===== src/rtl/dp_ctrl_if.sv =====
// Control bundle between the integer datapath and its multi-cycle sequencer.
// The sequencer (master) drives the enables and selects and consumes the decode
// fields, run and the EX-stage done flag.
// Handshake: mulstart is a one-cycle request pulse to the multiply unit;
// exdone is the unit's valid and is accepted only from the cycle after mulstart.
interface dp_ctrl_if #(
    parameter int pcmux_N     = 2,
    parameter int ifuresctl_N = 2
);
    logic                           run;
    logic [6:0]                     opcode;
    logic [2:0]                     func3;
    logic [1:0]                     func7b50;
    logic                           exdone;
    logic [$clog2(pcmux_N)-1:0]     pcmuxctl;
    logic                           pcnextctl;
    logic                           instrre;
    logic                           regwe;
    logic                           regre;
    logic [3:0]                     aluctl;
    logic                           mulstart;
    logic [1:0]                     mulctl;
    logic [$clog2(ifuresctl_N)-1:0] ifuresctl;
    logic                           busy;
    logic                           trap;
    logic [1:0]                     trap_cause;
    logic [31:0]                    instret;

    modport master (
        input  run, opcode, func3, func7b50, exdone,
        output pcmuxctl, pcnextctl, instrre, regwe, regre, aluctl, mulstart,
               mulctl, ifuresctl, busy, trap, trap_cause, instret
    );

    modport slave (
        output run, opcode, func3, func7b50, exdone,
        input  pcmuxctl, pcnextctl, instrre, regwe, regre, aluctl, mulstart,
               mulctl, ifuresctl, busy, trap, trap_cause, instret
    );
endinterface


===== src/rtl/dp_ctrl.sv =====
// Multi-cycle sequencer for the integer datapath: FETCH, DECODE, EXEC, WB.
// Decodes R-type RV32I and M-extension multiplies, handshakes with the multiply
// unit and traps on illegal instructions or a multiply-unit timeout.
// All outputs are registered; the next-cycle value of each is computed alongside
// the next state so every output lines up with the state it belongs to.
module dp_ctrl #(
    parameter int pcmux_N     = 2,
    parameter int ifuresctl_N = 2,
    parameter int mu_timeout  = 64
) (
    input  logic        clk,
    input  logic        rst_n,
    dp_ctrl_if.master   bus,
    output logic [2:0]  dbg_state
);
    localparam int IW = $clog2(ifuresctl_N);
    localparam int CW = $clog2(mu_timeout + 1);

    typedef enum logic [2:0] {
        S_IDLE   = 3'd0,
        S_FETCH  = 3'd1,
        S_DECODE = 3'd2,
        S_EXEC   = 3'd3,
        S_WB     = 3'd4,
        S_TRAP   = 3'd5
    } state_e;

    state_e          state_q, state_d;
    logic            instrre_q, instrre_d;
    logic            regre_q, regre_d;
    logic            regwe_q, regwe_d;
    logic            pcnext_q, pcnext_d;
    logic            mulstart_q, mulstart_d;
    logic [3:0]      aluctl_q, aluctl_d;
    logic [1:0]      mulctl_q, mulctl_d;
    logic [IW-1:0]   ifures_q, ifures_d;
    logic            is_mu_q, is_mu_d;
    logic            busy_q, busy_d;
    logic            trap_q, trap_d;
    logic [1:0]      cause_q, cause_d;
    logic [31:0]     instret_q, instret_d;
    logic [CW-1:0]   wait_cnt_q, wait_cnt_d;

    logic            dec_legal;
    logic            dec_mu;
    logic [3:0]      dec_alu;

    // Instruction decode of the fields presented during DECODE.
    always_comb begin
        dec_legal = 1'b0;
        dec_mu    = 1'b0;
        dec_alu   = 4'b0000;
        if (bus.opcode == 7'b0110011) begin
            case (bus.func7b50)
                2'b00: begin
                    dec_legal = 1'b1;
                    case (bus.func3)
                        3'b000:  dec_alu = 4'b0000;
                        3'b001:  dec_alu = 4'b0010;
                        3'b010:  dec_alu = 4'b0011;
                        3'b011:  dec_alu = 4'b0100;
                        3'b100:  dec_alu = 4'b0101;
                        3'b101:  dec_alu = 4'b0110;
                        3'b110:  dec_alu = 4'b1000;
                        default: dec_alu = 4'b1001;
                    endcase
                end
                2'b10: begin
                    if (bus.func3 == 3'b000) begin
                        dec_legal = 1'b1;
                        dec_alu   = 4'b0001;
                    end else if (bus.func3 == 3'b101) begin
                        dec_legal = 1'b1;
                        dec_alu   = 4'b0111;
                    end
                end
                2'b01: begin
                    if (!bus.func3[2]) begin
                        dec_legal = 1'b1;
                        dec_mu    = 1'b1;
                    end
                end
                default: ;
            endcase
        end
    end

    // Next state and next registered outputs.
    always_comb begin
        state_d    = state_q;
        instrre_d  = 1'b0;
        regre_d    = 1'b0;
        regwe_d    = 1'b0;
        pcnext_d   = 1'b0;
        mulstart_d = 1'b0;
        aluctl_d   = aluctl_q;
        mulctl_d   = mulctl_q;
        ifures_d   = ifures_q;
        is_mu_d    = is_mu_q;
        trap_d     = trap_q;
        cause_d    = cause_q;
        instret_d  = instret_q;
        wait_cnt_d = wait_cnt_q;
        case (state_q)
            S_IDLE: begin
                if (bus.run) begin
                    state_d   = S_FETCH;
                    instrre_d = 1'b1;
                end
            end
            S_FETCH: begin
                state_d = S_DECODE;
                regre_d = 1'b1;
            end
            S_DECODE: begin
                if (!dec_legal) begin
                    state_d = S_TRAP;
                    trap_d  = 1'b1;
                    cause_d = 2'b01;
                end else begin
                    state_d    = S_EXEC;
                    aluctl_d   = dec_alu;
                    is_mu_d    = dec_mu;
                    mulctl_d   = dec_mu ? bus.func3[1:0] : 2'b00;
                    ifures_d   = dec_mu ? IW'(1) : IW'(0);
                    mulstart_d = dec_mu;
                    wait_cnt_d = CW'(1);
                end
            end
            S_EXEC: begin
                if (!is_mu_q) begin
                    state_d   = S_WB;
                    regwe_d   = 1'b1;
                    pcnext_d  = 1'b1;
                    instret_d = instret_q + 32'd1;
                end else if (bus.exdone && wait_cnt_q != CW'(1)) begin
                    // First EXEC cycle is the mulstart cycle: a done seen there is stale.
                    state_d   = S_WB;
                    regwe_d   = 1'b1;
                    pcnext_d  = 1'b1;
                    instret_d = instret_q + 32'd1;
                end else if (wait_cnt_q >= CW'(mu_timeout)) begin
                    state_d = S_TRAP;
                    trap_d  = 1'b1;
                    cause_d = 2'b10;
                end else begin
                    wait_cnt_d = wait_cnt_q + CW'(1);
                end
            end
            S_WB: begin
                if (bus.run) begin
                    state_d   = S_FETCH;
                    instrre_d = 1'b1;
                end else begin
                    state_d = S_IDLE;
                end
            end
            S_TRAP: state_d = S_TRAP;
            default: state_d = S_IDLE;
        endcase
        busy_d = (state_d != S_IDLE) && (state_d != S_TRAP);
    end

    // State and output registers; reset aborts any instruction in flight.
    always_ff @(posedge clk or negedge rst_n) begin
        if (!rst_n) begin
            state_q    <= S_IDLE;
            instrre_q  <= 1'b0;
            regre_q    <= 1'b0;
            regwe_q    <= 1'b0;
            pcnext_q   <= 1'b0;
            mulstart_q <= 1'b0;
            aluctl_q   <= 4'b0000;
            mulctl_q   <= 2'b00;
            ifures_q   <= '0;
            is_mu_q    <= 1'b0;
            busy_q     <= 1'b0;
            trap_q     <= 1'b0;
            cause_q    <= 2'b00;
            instret_q  <= 32'd0;
            wait_cnt_q <= '0;
        end else begin
            state_q    <= state_d;
            instrre_q  <= instrre_d;
            regre_q    <= regre_d;
            regwe_q    <= regwe_d;
            pcnext_q   <= pcnext_d;
            mulstart_q <= mulstart_d;
            aluctl_q   <= aluctl_d;
            mulctl_q   <= mulctl_d;
            ifures_q   <= ifures_d;
            is_mu_q    <= is_mu_d;
            busy_q     <= busy_d;
            trap_q     <= trap_d;
            cause_q    <= cause_d;
            instret_q  <= instret_d;
            wait_cnt_q <= wait_cnt_d;
        end
    end

    assign bus.pcmuxctl   = '0;
    assign bus.pcnextctl  = pcnext_q;
    assign bus.instrre    = instrre_q;
    assign bus.regwe      = regwe_q;
    assign bus.regre      = regre_q;
    assign bus.aluctl     = aluctl_q;
    assign bus.mulstart   = mulstart_q;
    assign bus.mulctl     = mulctl_q;
    assign bus.ifuresctl  = ifures_q;
    assign bus.busy       = busy_q;
    assign bus.trap       = trap_q;
    assign bus.trap_cause = cause_q;
    assign bus.instret    = instret_q;
    assign dbg_state      = state_q;
endmodule


===== src/flat_wrapper.sv =====
// flat-port wrapper written by rule: the top's interface ports become plain ports
module dp_ctrl_flat 
#(
    parameter int pcmux_N     = 2,
    parameter int ifuresctl_N = 2,
    parameter int mu_timeout  = 64
)
  (clk, rst_n, dbg_state, bus_run, bus_opcode, bus_func3, bus_func7b50, bus_exdone, bus_pcmuxctl, bus_pcnextctl, bus_instrre, bus_regwe, bus_regre, bus_aluctl, bus_mulstart, bus_mulctl, bus_ifuresctl, bus_busy, bus_trap, bus_trap_cause, bus_instret);
  dp_ctrl_if #(.pcmux_N(pcmux_N), .ifuresctl_N(ifuresctl_N)) bus_i ();
  input  logic clk;
  input  logic rst_n;
  output logic [2:0] dbg_state;
  input wire logic [$bits(bus_i.run)-1:0] bus_run;
  input wire logic [$bits(bus_i.opcode)-1:0] bus_opcode;
  input wire logic [$bits(bus_i.func3)-1:0] bus_func3;
  input wire logic [$bits(bus_i.func7b50)-1:0] bus_func7b50;
  input wire logic [$bits(bus_i.exdone)-1:0] bus_exdone;
  output wire logic [$bits(bus_i.pcmuxctl)-1:0] bus_pcmuxctl;
  output wire logic [$bits(bus_i.pcnextctl)-1:0] bus_pcnextctl;
  output wire logic [$bits(bus_i.instrre)-1:0] bus_instrre;
  output wire logic [$bits(bus_i.regwe)-1:0] bus_regwe;
  output wire logic [$bits(bus_i.regre)-1:0] bus_regre;
  output wire logic [$bits(bus_i.aluctl)-1:0] bus_aluctl;
  output wire logic [$bits(bus_i.mulstart)-1:0] bus_mulstart;
  output wire logic [$bits(bus_i.mulctl)-1:0] bus_mulctl;
  output wire logic [$bits(bus_i.ifuresctl)-1:0] bus_ifuresctl;
  output wire logic [$bits(bus_i.busy)-1:0] bus_busy;
  output wire logic [$bits(bus_i.trap)-1:0] bus_trap;
  output wire logic [$bits(bus_i.trap_cause)-1:0] bus_trap_cause;
  output wire logic [$bits(bus_i.instret)-1:0] bus_instret;
  assign bus_i.run = bus_run;
  assign bus_i.opcode = bus_opcode;
  assign bus_i.func3 = bus_func3;
  assign bus_i.func7b50 = bus_func7b50;
  assign bus_i.exdone = bus_exdone;
  assign bus_pcmuxctl = bus_i.pcmuxctl;
  assign bus_pcnextctl = bus_i.pcnextctl;
  assign bus_instrre = bus_i.instrre;
  assign bus_regwe = bus_i.regwe;
  assign bus_regre = bus_i.regre;
  assign bus_aluctl = bus_i.aluctl;
  assign bus_mulstart = bus_i.mulstart;
  assign bus_mulctl = bus_i.mulctl;
  assign bus_ifuresctl = bus_i.ifuresctl;
  assign bus_busy = bus_i.busy;
  assign bus_trap = bus_i.trap;
  assign bus_trap_cause = bus_i.trap_cause;
  assign bus_instret = bus_i.instret;
  dp_ctrl #(.pcmux_N(pcmux_N), .ifuresctl_N(ifuresctl_N), .mu_timeout(mu_timeout)) u_core (.clk(clk), .rst_n(rst_n), .bus(bus_i), .dbg_state(dbg_state));
endmodule

===== config.mk =====
export PLATFORM = sky130hd
export DESIGN_NAME = dp_ctrl_flat
export DESIGN_NICKNAME = d
export VERILOG_FILES = /design/src/rtl/dp_ctrl_if.sv /design/src/rtl/dp_ctrl.sv /design/src/flat_wrapper.sv
export SDC_FILE = /design/constraint.sdc
export NUM_CORES = 1
export LEC_CHECK = 0
export CORE_ASPECT_RATIO = 1.2
export CORE_MARGIN = 2
export CORE_UTILIZATION = 53
export CTS_CLUSTER_DIAMETER = 40
export DETAILED_ROUTE_END_ITERATION = 12
export GPL_TIMING_DRIVEN = 0
export PLACE_DENSITY = 0.85
export SYNTH_ARGS = -nofsm -noshare
export SYNTH_HDL_FRONTEND = slang
export SYNTH_SLANG_ARGS = --single-unit

===== constraint.sdc =====
create_clock -name clk -period 2.99 [get_ports clk]
set_clock_uncertainty 0.05 [all_clocks]
set_input_delay 0.598 -clock clk [delete_from_list [all_inputs] [get_ports clk]]
set_output_delay 0.598 -clock clk [all_outputs]
set_load 0.01 [all_outputs]

==> results_dict.tcl, run 1 <==
set metrics [dict create \
    setup_violations 0 \
    root_buffer "clkbuf_8" \
    cp_cell_sequence "clkdlybuf4s50_1 -> nor4bb_1 -> nand4b_1 -> or4_1 -> clkbuf_1 -> nor4_1 -> a21o_1" \
    r2r_end "u_core.wait_cnt_q[1]$_DFFE_PN0P_" \
    dieArea_mm2 0.00577 \
    p_leak_nw 1.65 \
    crit_required_ps 3220 \
    arrival_ps 2750 \
    core_area_mm2 0.00497 \
    rsz0062_at_grt "false" \
    ys_async_sr_fraction_pct 100 \
    ys_seq_area_share_pct 52.0 \
    viasPerCell 5.47 \
    synth_largest_area_cell "dfrtp_1" \
    clockBufferDepth 2 \
    cts_setup_buffers 0 \
    outcome "finished clean" \
    grt_pass1_wl_mm 10.6 \
    slowest_stage "or4_1" \
    hold_slack_ps 129 \
    fin_cells 406 \
    crit_path_start_kind "input pin" \
    track_usage_pct 22.8 \
    drt_pre_antenna_iters 4 \
    netlist_instances 265 \
    numCtsBuffers 9 \
    relSlewSlack_pct 41.4 \
    overflow 0 \
    pre_cts_slack_ps 80.0 \
    routedWlPerCell_um 14.5 \
    worstHoldPathType "input pin to asynchronous set/reset pin" \
    grt_pass1_vias 2227 \
    final.setup.worst_slack_ps 469 \
    detail_route.wirelength_mm 5.89 \
    drive_above_1_share_pct 7.51 \
    endpoint_kind "flop" \
    r2r_cells 5 \
    cts_max_level 3 \
    crit_start "bus_opcode[5]" \
    clk_pin_slew_ps 60 \
    dp_hpwl_mm 4.38 \
    grt_max_degree 42 \
    nets 360 \
    syn-num-nets 284 \
    yosysWarningCount 0 \
    postRouteAntennaNets 0 \
    cpPeakStageDelay_ps 490 \
    synth.avg_cell_area_um2 10.4 \
    cts_resized 0 \
    place_inst 390 \
    ir_drop_v 0.000395 \
    drtIter0Drc 215 \
    worstMarginPinSlew_ps 870 \
    yosys-top-cells-count "dfrtp_1 (57), nor2_1 (23), nand2_1 (21)" \
    worst-path-max-fanout 10 \
    vias 2219 \
    synth-main-ff-cell "dfrtp_1" \
    area_delta_synth_final_pct 33.5 \
    power_density_mw_per_mm2 583 \
    portBuffers 64 \
    syn_area_mm2 0.00274 \
    path_class "input pin to flop" \
    drc 0 \
    dieWidth_um 69.7 \
    clkLatencyLatePin_ps 340 \
    post-synth-top-count-cell "dfrtp_1" \
    finalCritPeriodShare_pct 84.3 \
    synthTopCellsByArea "dfrtp_1 (52%), xnor2_1 (6.1%), xor2_1 (5.4%)" \
    ioPinCount 68 \
    r2r_slack_ps 820 \
    dieHeight_um 82.8 \
    cts_hold_buf 0 \
    finalHoldViolations 0 \
    diodes 0 \
    slew_viol_final 0 \
    cts_tree "yes" \
    fmax_ghz 0.397 \
    initial_core_util_pct 55.2 \
    rr_startpoint "u_core.wait_cnt_q[3]$_DFFE_PN0P_" \
    ys_seq_elements 57 \
    final_core_util_pct 73.6 \
    cts.sinks 57 \
    synth-edff-count 0 \
    drv_cap 0 \
    place_congestion 0.771 \
    synth_cell_types 43 \
    period_minus_slack_ps 2520 \
    rows 28 \
    yosysTopAreaCellShare_pct 52.0 \
    antenna_found_initial 0 \
]
==> per-stage QoR <==
step	power (mW)	area, um2	setup TNS [ps]
after CTS	2.15	3660	0
final	2.14	3660	0
after global routing	2.25	3660	0
after detailed placement	1.45	3470	0
after global placement	1.42	3460	-25600
after floorplan	1.19	2740	0
==> state kept, by name (all words and copies together) (netlist names), 2 cells and up <==
name	count
u_core.bus.aluctl	4
u_core.bus.trap_cause	2
u_core.wait_cnt_q	7
u_core.dbg_state	3
u_core.bus.mulctl	2
u_core.bus.instret	32
==> cell type report <==
| cell class | instances | area, um2 |
|---|---|---|
| plain buffers | 8 | 37.5 |
| clock buffers | 13 | 149 |
| clock inverters | 3 | 40.0 |
| fillers | 364 | 1310 |
| inverters | 11 | 41.3 |
| multi-input cells | 189 | 1240 |
| flip-flops and latches | 57 | 1430 |
| well taps | 60 | 75.1 |
| repair buffers | 65 | 656 |
==> cell families (layout without fill, tap and decap cells) <==
family                   Yosys count  after routing  share of synthesized area (%)
flip-flops                        57             57                           52.0
adder cells (fa/ha/maj)            3              3                           1.37
buffers and inverters             19            100                           2.87
AND/OR/NAND/NOR                  122            122                           24.9
other                              1              1                          0.137
XOR/XNOR                          36             36                           11.5
multiplexers                       1              1                          0.365
AO/OA/AOI/OAI                     26             26                           6.93
==> cell usage in the layout (no fill, tap or decap), types with 11 or more instances in the layout <==
master / Yosys / routed
dfrtp_1: 57 / 57
nand4_1: 12 / 12
clkdlybuf4s50_1: 0 / 63
nor2_1: 23 / 23
xnor2_1: 19 / 19
xor2_1: 17 / 17
nor3_1: 11 / 11
inv_1: 11 / 11
nand2_1: 21 / 21
nand3_1: 17 / 17
==> worst max-delay path by stage <==
stage	cells past startpoint	slack, ps	end
floorplan	7	800	u_core.bus.aluctl[0]$_DFFE_PN0P_
global placement	1	-450	u_core.wait_cnt_q[4]$_DFFE_PN0P_
detailed placement	6	80	u_core.wait_cnt_q[1]$_DFFE_PN0P_
CTS	6	430	u_core.wait_cnt_q[1]$_DFFE_PN0P_
global route	6	210	u_core.wait_cnt_q[1]$_DFFE_PN0P_
finish	7	470	u_core.bus.aluctl[0]$_DFFE_PN0P_
==> layer usage <==
metal	up-vias	GRT usage [%]	routed length (um)
li1	1074	-	-
met1	1062	28.6	2450
met2	71	38.0	2960
met3	12	4.49	344
met4	0	10.8	133
met5	-	0	0
==> where the power goes <==
group / internal, mW / switching (mW) / leakage, nW / total [mW]
logic: 0.254 / 0.259 / 0.819 / 0.514
registers: 0.845 / 0.0767 / 0.735 / 0.921
clock network: 0.406 / 0.295 / 0.0974 / 0.701
==> worst max-delay path, delay by kind of cell <==
family	cells	cell delay, ps
and+or+nand+nor	4	1360
buffers and inverters	2	680
AOI/OAI and AO/OA	1	110
(Power assumes the default switching activity.)
==> inputs of run 2 (changes only) <==
--- a/config.mk
+++ b/config.mk
@@ -7,11 +7,11 @@
 export LEC_CHECK = 0
 export CORE_ASPECT_RATIO = 1.2
 export CORE_MARGIN = 2
-export CORE_UTILIZATION = 53
+export CORE_UTILIZATION = 49
 export CTS_CLUSTER_DIAMETER = 40
 export DETAILED_ROUTE_END_ITERATION = 12
 export GPL_TIMING_DRIVEN = 0
-export PLACE_DENSITY = 0.85
+export PLACE_DENSITY = 0.8
 export SYNTH_ARGS = -nofsm -noshare
 export SYNTH_HDL_FRONTEND = slang
 export SYNTH_SLANG_ARGS = --single-unit
==> constraint.sdc (replaced) <==
create_clock -name clk -period 2.6 [get_ports clk]
set_clock_uncertainty 0.05 [all_clocks]
set_input_delay 0.52 -clock clk [delete_from_list [all_inputs] [get_ports clk]]
set_output_delay 0.52 -clock clk [all_outputs]
set_load 0.01 [all_outputs]
==> results_dict.tcl, run 2 (synthesis gave the netlist of run 1 again) <==
set metrics [dict create \
    cts_max_level 3 \
    dieWidth_um 72.3 \
    drc 0 \
    fmax_ghz 0.418 \
    power_density_mw_per_mm2 677 \
    final_common_cell "clkdlybuf4s50_1" \
    layout_common_cells "clkdlybuf4s50_1 (63), dfrtp_1 (57), nor2_1 (23)" \
    place_inst 392 \
    antenna_found_initial 0 \
    root_buffer "clkbuf_8" \
    clk_pin_slew_ps 60 \
    nets 361 \
    rows 29 \
    path_delay_family "simple AND/OR/NAND/NOR gates" \
    slew_viol_final 0 \
    crit_buf_inv 2 \
    vias 2235 \
    numCtsBuffers 9 \
    cts_tree "yes" \
    postRouteAntennaNets 0 \
    routedWlPerCell_um 14.5 \
    worst-path-max-fanout 10 \
    dp_hpwl_mm 4.27 \
    cpPeakStageDelay_ps 520 \
    fillerInstances 410 \
    arrival_ps 2620 \
    drive_above_1_share_pct 8.07 \
    detail_route.wirelength_mm 5.94 \
    outcome "finished clean" \
    clockBufferDepth 2 \
    finalHoldViolations 0 \
    dieArea_mm2 0.00622 \
    final.setup.worst_slack_ps 205 \
    hold_slack_ps 97.4 \
    clkLatencyLatePin_ps 330 \
    ioPinCount 68 \
    grt_pass1_vias 2187 \
    diodes 0 \
    grt_max_degree 37 \
    portBuffers 64 \
    endpoint_kind "flop" \
    period_minus_slack_ps 2390 \
    largest_register_ffs 32 \
    grt_pass1_wl_mm 10.1 \
    finalCritPeriodShare_pct 92.1 \
    cts.sinks 57 \
    power_mw 2.51 \
    overflow 0 \
    viasPerCell 5.46 \
    cts_hold_buf 0 \
    rsz0062_at_grt "false" \
    slowest_stage "clkdlybuf4s50_1" \
    drv_cap 0 \
    core_area_mm2 0.00533 \
    pre_cts_slack_ps -240 \
    ir_drop_v 0.000498 \
    final_core_util_pct 69.4 \
    crit_required_ps 2830 \
    worstHoldPathType "input pin to asynchronous set/reset pin" \
    setup_violations 0 \
    track_usage_pct 21.0 \
    relSlewSlack_pct 44.2 \
    place_congestion 0.793 \
    path_class "input pin to flop" \
    initial_core_util_pct 51.4 \
    crit_path_start_kind "input pin" \
    seq_area_mm2 0.00143 \
    drt_pre_antenna_iters 6 \
    drtIter0Drc 141 \
    worstMarginPinSlew_ps 829 \
    multiInputGateArea_mm2 0.00125 \
    dieHeight_um 86.0 \
    fin_cells 409 \
    area_delta_synth_final_pct 34.9 \
    p_leak_nw 1.67 \
    cp_cell_sequence "clkdlybuf4s50_1 -> xnor2_1 -> a21oi_1 -> or4_1 -> clkbuf_1 -> nor4_1 -> a21o_1" \
]
run 2: final timing paths:
path | start | end | slack, ps | cells past startpoint
max in group asynchronous | rst_n | u_core.dbg_state[1]$_DFF_PN0_ | 1830 | 2
min reg2reg | u_core.bus.aluctl[2]$_DFFE_PN0P_ | u_core.bus.aluctl[2]$_DFFE_PN0P_ | 420 | 2
max reg2reg | u_core.dbg_state[1]$_DFF_PN0_ | u_core.bus.instret[18]$_DFFE_PN0P_ | 430 | 5
min in group clk | u_core.bus.aluctl[2]$_DFFE_PN0P_ | u_core.bus.aluctl[2]$_DFFE_PN0P_ | 420 | 2
min | rst_n | u_core.bus.instret[25]$_DFFE_PN0P_ | 100 | 1
max | bus_func3[2] | u_core.bus.aluctl[0]$_DFFE_PN0P_ | 210 | 7
run 2: cell type report:
cell class | count | area share (%)
sequential | 57 | 38.5
multi-input combinational | 189 | 33.7
timing repair buffer | 66 | 17.9
clock buffer | 14 | 4.67
tap | 62 | 2.10
inverter | 11 | 1.12
buffer | 8 | 1.01
clock inverter | 2 | 0.947
run 2: stage by stage:
step,cell area (um2),TNS [ps]
2_1_floorplan,2740,0
5_1_grt,3700,0
4_1_cts,3680,0
3_3_place_gp,3460,-45730
6_report,3700,0
3_5_place_dp,3480,-1780
run 2: power by group:
part	switching (mW)	leakage, nW	internal [mW]
combinational	0.303	0.827	0.294
sequential	0.0891	0.735	0.972
clock	0.329	0.107	0.520
run 2: what timing repair did:
action                     in CTS  in global routing
setup endpoints to repair       0                  9
setup buffers                   0                  1
gates resized for setup         0                  1
run 2: worst register-to-register path, delay by kind of cell, from the launching register on:
kind	cells	cell delay [ps]
simple gates	4	1340
flops	1	520
xor+xnor	1	140
run 2: per-layer routing:
metal	track usage, %	vias to the layer above	part of all wire, %
li1	-	1087	-
met5	0	-	0
met4	8.06	0	1.5
met1	26.4	1069	44
met3	4.82	10	5.4
met2	34.9	69	49
==> inputs of run 3 (changes only) <==
--- a/config.mk
+++ b/config.mk
@@ -5,13 +5,15 @@
 export SDC_FILE = /design/constraint.sdc
 export NUM_CORES = 1
 export LEC_CHECK = 0
+export CELL_PAD_IN_SITES_DETAIL_PLACEMENT = 1
+export CELL_PAD_IN_SITES_GLOBAL_PLACEMENT = 1
 export CORE_ASPECT_RATIO = 1.2
 export CORE_MARGIN = 2
-export CORE_UTILIZATION = 49
+export CORE_UTILIZATION = 38
 export CTS_CLUSTER_DIAMETER = 40
 export DETAILED_ROUTE_END_ITERATION = 12
 export GPL_TIMING_DRIVEN = 0
-export PLACE_DENSITY = 0.8
+export PLACE_DENSITY_LB_ADDON = 0.1
 export SYNTH_ARGS = -nofsm -noshare
 export SYNTH_HDL_FRONTEND = slang
 export SYNTH_SLANG_ARGS = --single-unit
==> results_dict.tcl, run 3 (synthesis gave the netlist of run 1 again) <==
set metrics [dict create \
    outcome "finished clean" \
    viasPerCell 5.25 \
    r2r_end "u_core.bus.instret[22]$_DFFE_PN0P_" \
    drc 0 \
    ir_drop_v 0.000311 \
    overflow 0 \
    initial_core_util_pct 39.8 \
    r2r_cells 6 \
    wl_met2_mm 3.72 \
    crit_path_start_kind "input pin" \
    dp_hpwl_mm 5.08 \
    crit_required_ps 2820 \
    p_leak_nw 1.68 \
    clk_pin_slew_ps 70 \
    path_class "input pin to flop" \
    arrival_ps 2670 \
    dieHeight_um 97.1 \
    cts_max_level 3 \
    grt_pass1_vias 2438 \
    rr_startpoint "u_core.dbg_state[0]$_DFF_PN0_" \
    vias 2282 \
    portBuffers 64 \
    power_density_mw_per_mm2 671 \
    power_frac_clock_pct 32.9 \
    worstHoldPathType "input pin to asynchronous set/reset pin" \
    pre_cts_slack_ps -404 \
    comb_power_share_pct 24.9 \
    ioPinCount 68 \
    fmax_ghz 0.409 \
    relSlewSlack_pct 49.9 \
    grt_max_degree 32 \
    track_usage_pct 19.4 \
    diodes 0 \
    grt_pass1_wl_mm 11.8 \
    maxUsedRoutingLayer "met4" \
    final.setup.worst_slack_ps 153 \
    layout_common_cells "clkdlybuf4s50_1 (63), dfrtp_1 (57), nor2_1 (23)" \
    rsz0062_at_grt "false" \
    numCtsBuffers 9 \
    drv_cap 0 \
    drive_above_1_share_pct 9.77 \
    wl_met1_mm 2.90 \
    drt_pre_antenna_iters 4 \
    crit_end "u_core.bus.aluctl[0]$_DFFE_PN0P_" \
    worst-path-max-fanout 10 \
    dieWidth_um 81.6 \
    clockBufferDepth 2 \
    cts_tree "yes" \
    dr_wl_met3_um 264 \
    crit_start "bus_func3[2]" \
    finalHoldViolations 0 \
    root_buffer "clkbuf_8" \
    clkLatencyLatePin_ps 340 \
    period_minus_slack_ps 2450 \
    seqPwrFrac_pct 42.2 \
    worstMarginPinSlew_ps 752 \
    area_delta_synth_final_pct 36.9 \
    r2r_slack_ps 240 \
    nets 363 \
    routedWlPerCell_um 16.2 \
    hold_slack_ps 192 \
    core_area_mm2 0.00690 \
    switchingPower_mw 0.767 \
    switching_share_pct 30.4 \
    place_congestion 0.766 \
    drtIter0Drc 60 \
    setup_violations 0 \
    cts.sinks 57 \
    slew_viol_final 0 \
    cts_hold_buf 0 \
    dieArea_mm2 0.00792 \
    antenna_found_initial 0 \
    postRouteAntennaNets 0 \
    largest_register_ffs 32 \
    intPower_mw 1.76 \
    detail_route.wirelength_mm 7.06 \
    finalCritPeriodShare_pct 94.1 \
    final_common_cell "clkdlybuf4s50_1" \
    endpoint_kind "flop" \
    rows 33 \
]
[run 3: what timing repair did]
action,CTS,global route
gates resized for setup,0,4
endpoints found under the setup margin,3,9
pin swaps,1,0
setup buffers,4,0
[run 3: final cells by class]
| cell class | instances | area [um2] |
|---|---|---|
| Multi-Input combinational cell | 189 | 1270 |
| Clock buffer | 12 | 155 |
| Buffer | 7 | 33.8 |
| Sequential cell | 57 | 1430 |
| Fill cell | 763 | 3140 |
| Inverter | 11 | 41.3 |
| Clock inverter | 3 | 40.0 |
| Timing Repair Buffer | 69 | 686 |
| Tap cell | 87 | 109 |
[run 3: worst max-delay path, stage by stage]
cell	delay, ps
clkdlybuf4s50_1	530
xnor2_1	270
a21oi_1	200
or4_1	720
nor4_2	300
a21o_1	130
[run 3: stage by stage]
step                      util (%)  TNS (ps)  instances  area, um2  power (mW)
after floorplan                  -         0        265       2740        1.37
after global placement        50.7    -53360        416       3490        1.66
after detailed placement      50.9     -4420        417       3510        1.69
after CTS                     54.1         0        436       3730        2.54
after global routing          54.5         0        435       3760        2.65
final                         54.5         0        435       3760        2.52
[run 3: worst min path at each step]
stage	slack (ps)	to	startpoint
4_1_cts	210	u_core.bus.instret[27]$_DFFE_PN0P_	rst_n
6_report	190	u_core.bus.instret[26]$_DFFE_PN0P_	rst_n
3_5_place_dp	410	u_core.bus.aluctl[1]$_DFFE_PN0P_	u_core.bus.aluctl[1]$_DFFE_PN0P_
2_1_floorplan	170	u_core.bus.aluctl[0]$_DFFE_PN0P_	rst_n
3_3_place_gp	410	u_core.bus.aluctl[1]$_DFFE_PN0P_	u_core.bus.aluctl[1]$_DFFE_PN0P_
5_1_grt	250	u_core.bus.instret[27]$_DFFE_PN0P_	rst_n
[run 3: layer usage]
metal  up-vias  track usage, %
met5         -               0
met4         0            9.10
met3        15            3.44
met2        49            34.0
met1      1134            22.1
li1       1084               -
[run 3: power groups by stage]
stage          Combinational, mW  Sequential (mW)  Clock (mW)
6_report                   0.628             1.06       0.831
5_1_grt                    0.689             1.08       0.882
4_1_cts                    0.628             1.06       0.845
3_5_place_dp               0.614             1.08           0
3_3_place_gp               0.591             1.07           0
2_1_floorplan              0.276             1.09           0
